**config.mk**
```make
export PLATFORM = sky130hd
export DESIGN_NAME = cpu4_program_loader
export DESIGN_NICKNAME = d
export VERILOG_FILES = /design/src/rtl/cpu4_program_loader.sv
export SDC_FILE = /design/constraint.sdc
export NUM_CORES = 1
export LEC_CHECK = 0
export ABC_AREA = 1
export CORE_MARGIN = 4
export CORE_UTILIZATION = 63
export CTS_BUF_LIST = sky130_fd_sc_hd__clkbuf_8
export DETAILED_ROUTE_END_ITERATION = 12
export DONT_BUFFER_PORTS = 1
export PLACE_DENSITY = 0.86
export SLEW_MARGIN = 20
export SYNTH_ARGS = -nofsm -noshare
export SYNTH_HDL_FRONTEND = slang
export SYNTH_SLANG_ARGS = --single-unit
export TNS_END_PERCENT = 50
```
**constraint.sdc**
```tcl
create_clock -name i_clk -period 2.5 [get_ports i_clk]
set_input_delay 0.5 -clock i_clk [delete_from_list [all_inputs] [get_ports i_clk]]
set_output_delay 0.5 -clock i_clk [all_outputs]
set_load 0.05 [all_outputs]
```
**src/rtl/cpu4_program_loader.sv**
```systemverilog
// Instruction-memory loader: frames {A,len_m1} header, N words, 8-bit checksum into the CPU's imem.
// Latency: in_ready one cycle after start; imem write one cycle after each data beat; release one cycle after checksum.
// Backpressure: in_ready is a pure state decode; in_valid gaps stall the FSM with no state change.
module cpu4_program_loader #(
    parameter int ADDR_WIDTH = 4,
    parameter int DATA_WIDTH = 8
) (
    input  logic                  i_clk,
    input  logic                  i_reset,
    input  logic                  i_start,
    input  logic                  i_in_valid,
    output logic                  o_in_ready,
    input  logic [DATA_WIDTH-1:0] i_in_data,
    output logic                  o_imem_we,
    output logic [ADDR_WIDTH-1:0] o_imem_addr,
    output logic [DATA_WIDTH-1:0] o_imem_wdata,
    output logic                  o_cpu_reset,
    output logic                  o_busy,
    output logic                  o_done,
    output logic                  o_error
);

    typedef enum logic [2:0] {
        S_IDLE,
        S_HDR,
        S_DATA,
        S_CSUM,
        S_RUN
    } state_t;

    localparam logic [3:0] HDR_MAGIC = 4'hA;

    state_t                r_state;
    state_t                w_next;
    logic [ADDR_WIDTH-1:0] r_cnt;
    logic [ADDR_WIDTH-1:0] r_len_m1;
    logic [DATA_WIDTH-1:0] r_sum;
    logic                  r_we;
    logic [ADDR_WIDTH-1:0] r_addr;
    logic [DATA_WIDTH-1:0] r_wdata;
    logic                  r_done;
    logic                  r_error;

    logic w_busy;
    logic w_beat;
    logic w_hdr_ok;
    logic w_last;
    logic w_sum_ok;
    logic w_start_ok;

    assign w_busy     = (r_state == S_HDR) || (r_state == S_DATA) || (r_state == S_CSUM);
    assign w_beat     = i_in_valid && w_busy;
    assign w_hdr_ok   = (i_in_data[DATA_WIDTH-1 -: 4] == HDR_MAGIC);
    assign w_last     = (r_cnt == r_len_m1);
    assign w_sum_ok   = (i_in_data == r_sum);
    // start only opens a session from a quiescent state; mid-load it is dropped
    assign w_start_ok = i_start && ((r_state == S_IDLE) || (r_state == S_RUN));

    assign o_in_ready   = w_busy;
    assign o_busy       = w_busy;
    assign o_cpu_reset  = (r_state != S_RUN);
    assign o_imem_we    = r_we;
    assign o_imem_addr  = r_addr;
    assign o_imem_wdata = r_wdata;
    assign o_done       = r_done;
    assign o_error      = r_error;

    // State register; reset wins over start and any handshake
    always_ff @(posedge i_clk) begin
        if (i_reset) begin
            r_state <= S_IDLE;
        end else begin
            r_state <= w_next;
        end
    end

    // Next-state decode driven by accepted beats and start
    always_comb begin
        w_next = r_state;
        case (r_state)
            S_IDLE: if (w_start_ok) w_next = S_HDR;
            S_HDR:  if (w_beat) w_next = w_hdr_ok ? S_DATA : S_IDLE;
            S_DATA: if (w_beat && w_last) w_next = S_CSUM;
            S_CSUM: if (w_beat) w_next = w_sum_ok ? S_RUN : S_IDLE;
            S_RUN:  if (w_start_ok) w_next = S_HDR;
            default: w_next = S_IDLE;
        endcase
    end

    // Datapath: registered write port, running checksum, word counter, status flags
    always_ff @(posedge i_clk) begin
        if (i_reset) begin
            r_cnt    <= '0;
            r_len_m1 <= '0;
            r_sum    <= '0;
            r_we     <= 1'b0;
            r_addr   <= '0;
            r_wdata  <= '0;
            r_done   <= 1'b0;
            r_error  <= 1'b0;
        end else begin
            r_we   <= 1'b0;
            r_done <= 1'b0;
            if (w_start_ok) begin
                r_error <= 1'b0;
            end
            if (w_beat) begin
                case (r_state)
                    S_HDR: begin
                        if (w_hdr_ok) begin
                            r_len_m1 <= i_in_data[ADDR_WIDTH-1:0];
                            r_cnt    <= '0;
                            r_sum    <= '0;
                        end else begin
                            r_error <= 1'b1;
                        end
                    end
                    S_DATA: begin
                        r_we    <= 1'b1;
                        r_addr  <= r_cnt;
                        r_wdata <= i_in_data;
                        r_sum   <= r_sum + i_in_data;
                        r_cnt   <= r_cnt + ADDR_WIDTH'(1);
                    end
                    S_CSUM: begin
                        if (w_sum_ok) begin
                            r_done <= 1'b1;
                        end else begin
                            r_error <= 1'b1;
                        end
                    end
                    default: ;
                endcase
            end
        end
    end

endmodule

```
Word level (Yosys, flattened, before mapping)
Cells that the tools add are included.
W data, S select, Z words.
{ "word_totals": {"ff_bits": 34, "inputBits": 12, "wordCells": 59} }
{ "op_classes": {"addsub": 2, "n_eq_ne": 13, "muxes": 18, "bitwise": 2, "reduce_logical": 15} }
{ "ops": {"columns": ["operator", "n"], "rows": [
  ["$pmux W8 S2", 1],
  ["$mux W3", 5],
  ["$pmux W3 S4", 1],
  ["$add A8 B8 Y8", 1],
  ["$eq A8 B8 Y1", 1],
  ["$mux W8", 1],
  ["$pmux W4 S2", 1],
  ["$eq A3 B2 Y1 const B", 2],
  ["$mux W1", 6],
  ["$ne A2 B2 Y1 const B", 3],
  ["$reduce_and A3 Y1", 2],
  ["$add A4 B1 Y4 const B", 1],
  ["$eq A4 B4 Y1", 1],
  ["$eq A4 B4 Y1 const B", 1],
  ["$mux W4", 1],
  ["$ne A2 B1 Y1 const B", 2],
  ["$reduce_and A4 Y1", 1],
  ["$reduce_or A2 Y1", 2],
  ["$eq A3 B1 Y1 const B", 1],
  ["$eq A3 B3 Y1 const B", 1],
  ["$logic_and A1 B1 Y1", 3],
  ["$logic_not A3 Y1", 1],
  ["$logic_or A1 B1 Y1", 3],
  ["$ne A3 B3 Y1 const B", 1],
  ["6 further kinds", 7]
]} }

Longest topological paths before layout
Gate-level depths: netlist of run 1.
{ "depth": {"depth_word": 7, "depth_mapped": 11} }

Worst setup path after synthesis of run 1
No wires, ideal clock.
{ "synth_path": {"path_kind": "reg-to-output", "from": "register r_state[1]", "to": "output port o_in_ready", "arrival_time_ps": 1556, "setup_slack_ps": 444, "path_stages_with_launch": 4, "n_path_buf": 1, "cell_sequence": "dfxtp_1 nor2_1 nor2_1 buf_4"} }
{ "synth_between": {"elab_chain_cells": 3, "elab_cells_between_ends": 5, "classes_between": "eq/ne: 3; reduce/logical: 2"} }
{ "synth_rtl": {"columns": ["element", "line", "rtl"], "rows": [
  ["from (decl)", "33", "state_t r_state;"],
  ["from (signal assigned)", "73", "r_state <= w_next;"],
  ["$eq A3 B1 Y1 / $eq A3 B2 Y1 (equally long branches)", "51", "assign w_busy = (r_state == S_HDR) || (r_state == S_DATA) || (r_state == S_CSUM);"],
  ["$logic_or A1 B1 Y1", "51", null],
  ["$logic_or A1 B1 Y1 (*)", "51", null],
  ["to (decl)", "12", "output logic o_in_ready,"]
]} }
Mark *: on every way between the ends. The rest lies on a longest branch, timed or not.

Worst setup path in the final report of run 1
{ "layout_path": {"from": "register r_state[1]", "to": "output port o_cpu_reset"} }
{ "layout_between": {"elab_chain_cells": 1} }
{ "layout_rtl": {"columns": ["element", "line", "rtl"], "rows": [
  ["$ne A3 B3 Y1", "61", "assign o_cpu_reset = (r_state != S_RUN);"],
  ["to (decl)", "17", "output logic o_cpu_reset,"]
]} }
Every way passes these cells.

==> qor.log, run 1 <==
[sta] minimum clock period 1.98 ns
[layout] Non-Filler Instances 282
[drt] DRT Wirelength 3.90 mm
[global_routing] global-route wire length before repair 6.51 mm
[place] post-detail-place hpwl 2.86 mm
[layout] most common cell after layout, fill and taps aside nor2_1
[yosys] cell type contributing the most total cell area after synthesis dfxtp_1
[critical_path] type of the worst setup path flip-flop to output pin
[sta] Finish-stage setup viols 0
[floorplanning] standard-cell row count 19
[floorplanning] CORE AREA 2780 um2
[place] count of input and output buffers 0
[yosys] net count after synthesis 270
[place] GPL Wtd Cong 0.945
[layout] FF/Latch Area 681 um2
[layout] fraction of layout instances using a drive strength above 1 15.1%
[layout] Diodes inserted 0
[cts] largest buffer count on any clock path 2
[pwr] Static Leakage 0.838 nW
[pwr] IR drop worst, VDD 930 uV
[cts] CTS root buffer clkbuf_8
[floorplanning] Die Footprint 3850 um2
[floorplanning] top-level I/O count 30
[critical_path] required time worst endpoint 2.00 ns
[yosys] post-synthesis instance area 1840 um2
[sta] RSZ-0062 raised after global routing no
[floorplanning] DIE HEIGHT 62.1 um
[drt] count of TritonRoute iterations in the first routing pass 4
[drt] average routed wire per standard cell 13.8 um
[yosys] ys async rst share 0%
[floorplanning] width of the die 62.1 um
[floorplanning] initial core utilization 66.2%
[outcome] result of the run complete, no violations
[sta] highest clock frequency the design can meet 506 MHz
[pwr] P per Cell Area 922 nW/um2
[critical_path] setup slack on the worst flop-to-flop path 0.85 ns
[drt] Iter 0 DRT Violations 80
[layout] final layout net count 271
[yosys] most frequently used flop master after synthesis dfxtp_1
[sta] ratio of final minimum period to clock period 79.0%
[global_routing] number of antenna violations at the first check in global routing 0
[sta] final number of hold-violating endpoints 0
[cts] clock tree sinks 34
[layout] layout overhead on the synthesized area 5.03%
[yosys] Synth area leaders dfxtp_1, nor2_1, nand2_1
[sta] Slew headroom 65.2%
[yosys] Seq cells post-synth 34
[min_path] HP Class input port to flip-flop
[layout] most frequent cells in the layout nor2_1, nand2_1, dfxtp_1, o21ai_0, inv_1
[sta] final count of pins violating max slew 0
[global_routing] GRT Util Overall 23.8%
[cts] quantity of gates resized following cts 0
[cts] TritonCTS Buffers 5
[sta] sum of negative setup slack 0 ns
[cts] clock latency of the later-clocked register in the worst-skew pair 0.29 ns
[yosys] number of distinct library cells after synthesis 33
[global_routing] number of global-route vias before repair 1,507
[yosys] number of flops mapped to enable cells by yosys 0
[yosys] area share of the leading cell type in the synthesized netlist 37.0%
[global_routing] overall overflow remaining after global route 0
[critical_path] Worst setup SP type flip-flop
[cts] hold-fix buffers at CTS 0
[job] Max-cap violations 0
[cts] maximum level of the CTS H-tree 2
[drt] DRT antenna net count 0
[global_routing] pin count of the biggest net entering global routing 19
[drt] via count 1,596
[cts] number of buffers added for setup after CTS 0
[drt] number of remaining DRC errors 0
[yosys] yosys warns 0
[yosys] Synth Instances 249
[layout] Layout fillers 240
[cts] clock input transition at the sequential cells of the worst setup and hold paths 0.07 ns
[critical_path] Arrival @ worst endpoint 1.48 ns
[sta] slew at the pin with the worst max-slew slack 0.521 ns
[place] total placed cells including tap cells 274
[critical_path] crit path max fanout 6
[cts] clock tree from TritonCTS done
[sta] post-route clock skew 0.000990 ns
[drt] vias per std cell 5.66
[critical_path] crit path capture type output pin
[yosys] portion of the post-synthesis area used by sequential elements 37.0%
[layout] multi-input gate area in the final layout 1020 um2
[yosys] average footprint of a synthesized cell 7.39 um2
where the power goes:
group | switching, W | internal (W) | total, W
logic | 0.000383 | 0.000171 | 0.000554
registers | 0.000209 | 0.000617 | 0.000826
clock network | 0.000209 | 0.000192 | 0.000401
total | 0.000801 | 0.000980 | 0.00178
critical path, cell delays in order, from the launching register on:
cell and delay (ns):
dfxtp_1 0.38, nor2_1 0.38, nand2_1 0.43
through the flow:
step	setup slack [ns]	power, W	cell area [um2]	utilization (%)	hold WS [ns]
global placement	0.791	0.00138	1850	66.4	0.456
detailed placement	0.744	0.00139	1850	66.4	0.461
CTS	0.514	0.00179	1930	69.5	0.247
global route	0.421	0.00190	1930	69.5	0.241
floorplan	0.444	0.00131	1840	-	0.443
finish	0.525	0.00178	1930	69.5	0.258
layer usage:
layer | track usage, % | vias to the layer above | part of all wire (%)
met3 | 8.47 | 10 | 7.3
met2 | 38.9 | 51 | 47
li1 | - | 816 | -
met4 | 11.2 | 0 | 2.3
met1 | 27.7 | 719 | 44
met5 | 0 | - | 0
Yosys cell counts (4+ instances only):
master / n
a21oi_1: 10
a21oi_2: 8
buf_2: 4
dfxtp_1: 34
ha_1: 8
inv_1: 22
nand2_1: 35
nand2_2: 9
nand3_1: 16
nor2_1: 47
o21ai_0: 24
xor2_1: 4
path summary, 6_finish.rpt:
path	endpoint	cells after the start	startpoint
worst max-delay path	o_cpu_reset	2	r_state[1]
worst min-delay path	r_sum[7]	1	i_reset
worst max register to register	r_cnt[0]	10	r_state[2]
worst min register to register	r_sum[5]	2	r_sum[5]
cell type report:
class / instances / area share, %
Multi-Input combinational cell: 182 / 52.6
Clock buffer: 5 / 3.56
Sequential cell: 34 / 35.2
Inverter: 25 / 4.92
Timing Repair Buffer: 2 / 0.777
Clock inverter: 3 / 0.906
Tap cell: 31 / 2.01
flip-flops by register name, indices dropped and copies added (netlist names):
signal / count
o_imem_wdata: 8
r_sum: 8
o_imem_addr: 4
r_cnt: 4
r_len_m1: 4
r_state: 3
o_done: 1
o_error: 1
o_imem_we: 1
logic make-up after synthesis:
group,share of synthesized area [%]
flip-flops,37.0
XOR/XNOR,1.90
adder cells (fa/ha/maj),6.53
AND/OR/NAND/NOR,29.3
AO/OA/AOI/OAI,17.4
buffers and inverters,7.89
(Power assumes the default switching activity.)
==> run 2: changes to the inputs <==
- CORE_UTILIZATION: 63 -> 59
- PLACE_DENSITY: 0.86 -> 0.85
- clock period: 2.5 -> 1.7 ns (I/O delays scaled with it)
==> qor.log, run 2 (same netlist as run 1, synthesis figures left out) <==
[critical_path] setup slack on the worst flop-to-flop path 0.10 ns [-0.75 ns]
[critical_path] source of the worst register-to-register timing path r_sum[0]
[sta] final number of hold-violating endpoints 0 [unchanged]
[drt] number of remaining DRC errors 0 [unchanged]
[cts] largest buffer count on any clock path 2 [unchanged]
[cts] maximum level of the CTS H-tree 2 [unchanged]
[cts] CTS root buffer clkbuf_8
[pwr] total net switching power 0.00122 W [+53%]
[cts] clock tree sinks 34 [unchanged]
[cts] clock latency of the later-clocked register in the worst-skew pair 0.30 ns [about the same]
[drt] vias per std cell 5.48 [-3.2%]
[drt] DRT Wirelength 4.25 mm [+8.7%]
[global_routing] overall overflow remaining after global route 0 [unchanged]
[global_routing] pin count of the biggest net entering global routing 19 [unchanged]
[min_path] startpoint of the tightest hold check path i_reset
[layout] most frequent cells in the layout nor2_1, nand2_1, dfxtp_1, o21ai_0, inv_1
[floorplanning] Die Footprint 4080 um2 [+5.9%]
[sta] slew at the pin with the worst max-slew slack 0.521 ns [-0.0000551 ns]
[job] Max-cap violations 0 [unchanged]
[floorplanning] width of the die 63.9 um [+2.9%]
[drt] met3 routed WL 327 um [+14%]
[cts] clock tree from TritonCTS done
[layout] Diodes inserted 0 [unchanged]
[sta] ratio of final minimum period to clock period 94.0%
[drt] met2 WL 2.02 mm [+11%]
[sta] RSZ-0062 raised after global routing no
[outcome] result of the run complete, no violations
[sta] final count of pins violating max slew 0 [unchanged]
[critical_path] Worst setup SP type flip-flop
[layout] final layout net count 277 [+2.2%]
[cts] number of buffers added for setup after CTS 0 [unchanged]
[pwr] internal power 0.00183 W [+87%]
[sta] minimum clock period 1.60 ns
[pwr] IR drop worst, VDD 900 uV [-3.2%]
[floorplanning] top-level I/O count 30 [unchanged]
[floorplanning] standard-cell row count 20 [+1]
[layout] fraction of layout instances using a drive strength above 1 17.9% [+2.8 points]
[layout] most common cell after layout, fill and taps aside nor2_1
[floorplanning] DIE HEIGHT 63.9 um [+2.9%]
[sta] highest clock frequency the design can meet 626 MHz
[critical_path] crit path capture type flip-flop
[critical_path] worst r2r path cells 7 [-3]
[global_routing] GRT Util Overall 23.3% [-0.49 points]
[cts] clock input transition at the sequential cells of the worst setup and hold paths 0.08 ns [about the same]
[floorplanning] initial core utilization 60.8% [-5.4 points]
[drt] Met1 Wirelength 1.73 mm [+1.6%]
[drt] via count 1,649 [+3.3%]
[global_routing] number of global-route vias before repair 1,703 [+13%]
[critical_path] required time worst endpoint 1.94 ns [-0.06 ns]
[pwr] Static Leakage 0.891 nW [+6.3%]
[layout] Layout fillers 250 [+4.2%]
[critical_path] crit path max fanout 3 [-3]
[pwr] switching share of power 40.0% [-4.9 points]
[place] post-detail-place hpwl 3.02 mm [+5.7%]
[sta] Slew headroom 65.2% [about the same]
[pwr] P per Cell Area 1480 nW/um2 [+61%]
[place] count of input and output buffers 0 [unchanged]
[cts] TritonCTS Buffers 5 [unchanged]
[pwr] relative contribution of the clock network to total power 29.9% [+7.4 points]
[drt] average routed wire per standard cell 14.1 um [+1.9%]
[floorplanning] CORE AREA 3030 um2 [+8.9%]
[drt] DRT antenna net count 0 [unchanged]
[place] GPL Wtd Cong 0.950 [+0.45%]
[pwr] combinational share of power 31.1% [about the same]
[min_path] HP Class input port to flip-flop
[drt] Iter 0 DRT Violations 78 [-2.5%]
[drt] highest metal layer with signal wires met4
[layout] layout overhead on the synthesized area 12.0%
[sta] post-route clock skew 0.00400 ns [+0.00301 ns]
[layout] Util after Layout 68.1% [-1.4 points]
[min_path] Worst Hold End r_sum[7]
[sta] sum of negative setup slack 0 ns [unchanged]
[critical_path] Arrival @ worst endpoint 1.84 ns [+0.36 ns]
[cts] hold-fix buffers at CTS 0 [unchanged]
[critical_path] Worst R2R End r_sum[4]
[sta] Finish-stage setup viols 0 [unchanged]
[critical_path] type of the worst setup path flip-flop to flip-flop
[pwr] sequential cell fraction of total power 39.0% [-7.4 points]
[min_path] Min-Delay Path Depth 1 [unchanged]
[cts] quantity of gates resized following cts 0 [unchanged]
[global_routing] global-route wire length before repair 7.49 mm [+15%]
[drt] count of TritonRoute iterations in the first routing pass 4 [unchanged]
[global_routing] number of antenna violations at the first check in global routing 0 [unchanged]
==> run 2: critical path: stages, from the launching register on <==
cell	delay (ns)
dfxtp_1	0.33
ha_1	0.21
fa_1	0.42
nand2_1	0.11
a21oi_1	0.09
o21ai_1	0.15
nand3_1	0.10
a21oi_2	0.14
==> run 2: per-layer routing <==
layer,GRT usage (%),up-vias
met2,37.5,61
met5,0,-
met3,8.08,18
li1,-,826
met1,26.4,744
met4,14.0,0
==> run 2: how the worst max path moves through the flow <==
| stage | start | to | slack (ns) | cells past startpoint |
|---|---|---|---|---|
| floorplan | r_state[1] | o_in_ready | 0.07 | 3 |
| global placement | i_in_data[0] | r_sum[4] | 0.12 | 7 |
| detailed placement | i_in_data[0] | r_sum[4] | 0.08 | 7 |
| CTS | r_state[1] | o_cpu_reset | 0.02 | 3 |
| global route | r_sum[3] | r_sum[7] | 0.01 | 7 |
| finish | r_sum[0] | r_sum[4] | 0.10 | 7 |
==> run 2: layout make-up <==
class	instances	area, um2	share of cell area (%)
Clock inverter	3	68.8	3.34
Sequential cell	34	681	33.0
Timing Repair Buffer	8	72.6	3.52
Multi-Input combinational cell	182	1020	49.5
Inverter	25	95.1	4.61
Clock buffer	5	68.8	3.34
Tap cell	44	55.1	2.67
==> run 2: power by group through the flow <==
stage / combinational (W) / sequential [W] / clock (W)
6_report: 0.000949 / 0.00119 / 0.000912
5_1_grt: 0.00106 / 0.00121 / 0.000958
4_1_cts: 0.000944 / 0.00119 / 0.000922
3_5_place_dp: 0.000936 / 0.00121 / 0
3_3_place_gp: 0.000921 / 0.00121 / 0
2_1_floorplan: 0.000730 / 0.00121 / 0
==> run 2: metrics by stage <==
step | power [W] | area [um2] | setup WS, ns | hold WS [ns] | instances
6_report | 0.00305 | 2060 | 0.102 | 0.0949 | 301
5_1_grt | 0.00323 | 2060 | 0.0124 | 0.0859 | 301
4_1_cts | 0.00306 | 2060 | 0.0180 | 0.0851 | 301
3_5_place_dp | 0.00214 | 1920 | 0.0778 | 0.406 | 293
3_3_place_gp | 0.00213 | 1920 | 0.116 | 0.405 | 293
2_1_floorplan | 0.00194 | 1840 | 0.0723 | 0.443 | 249
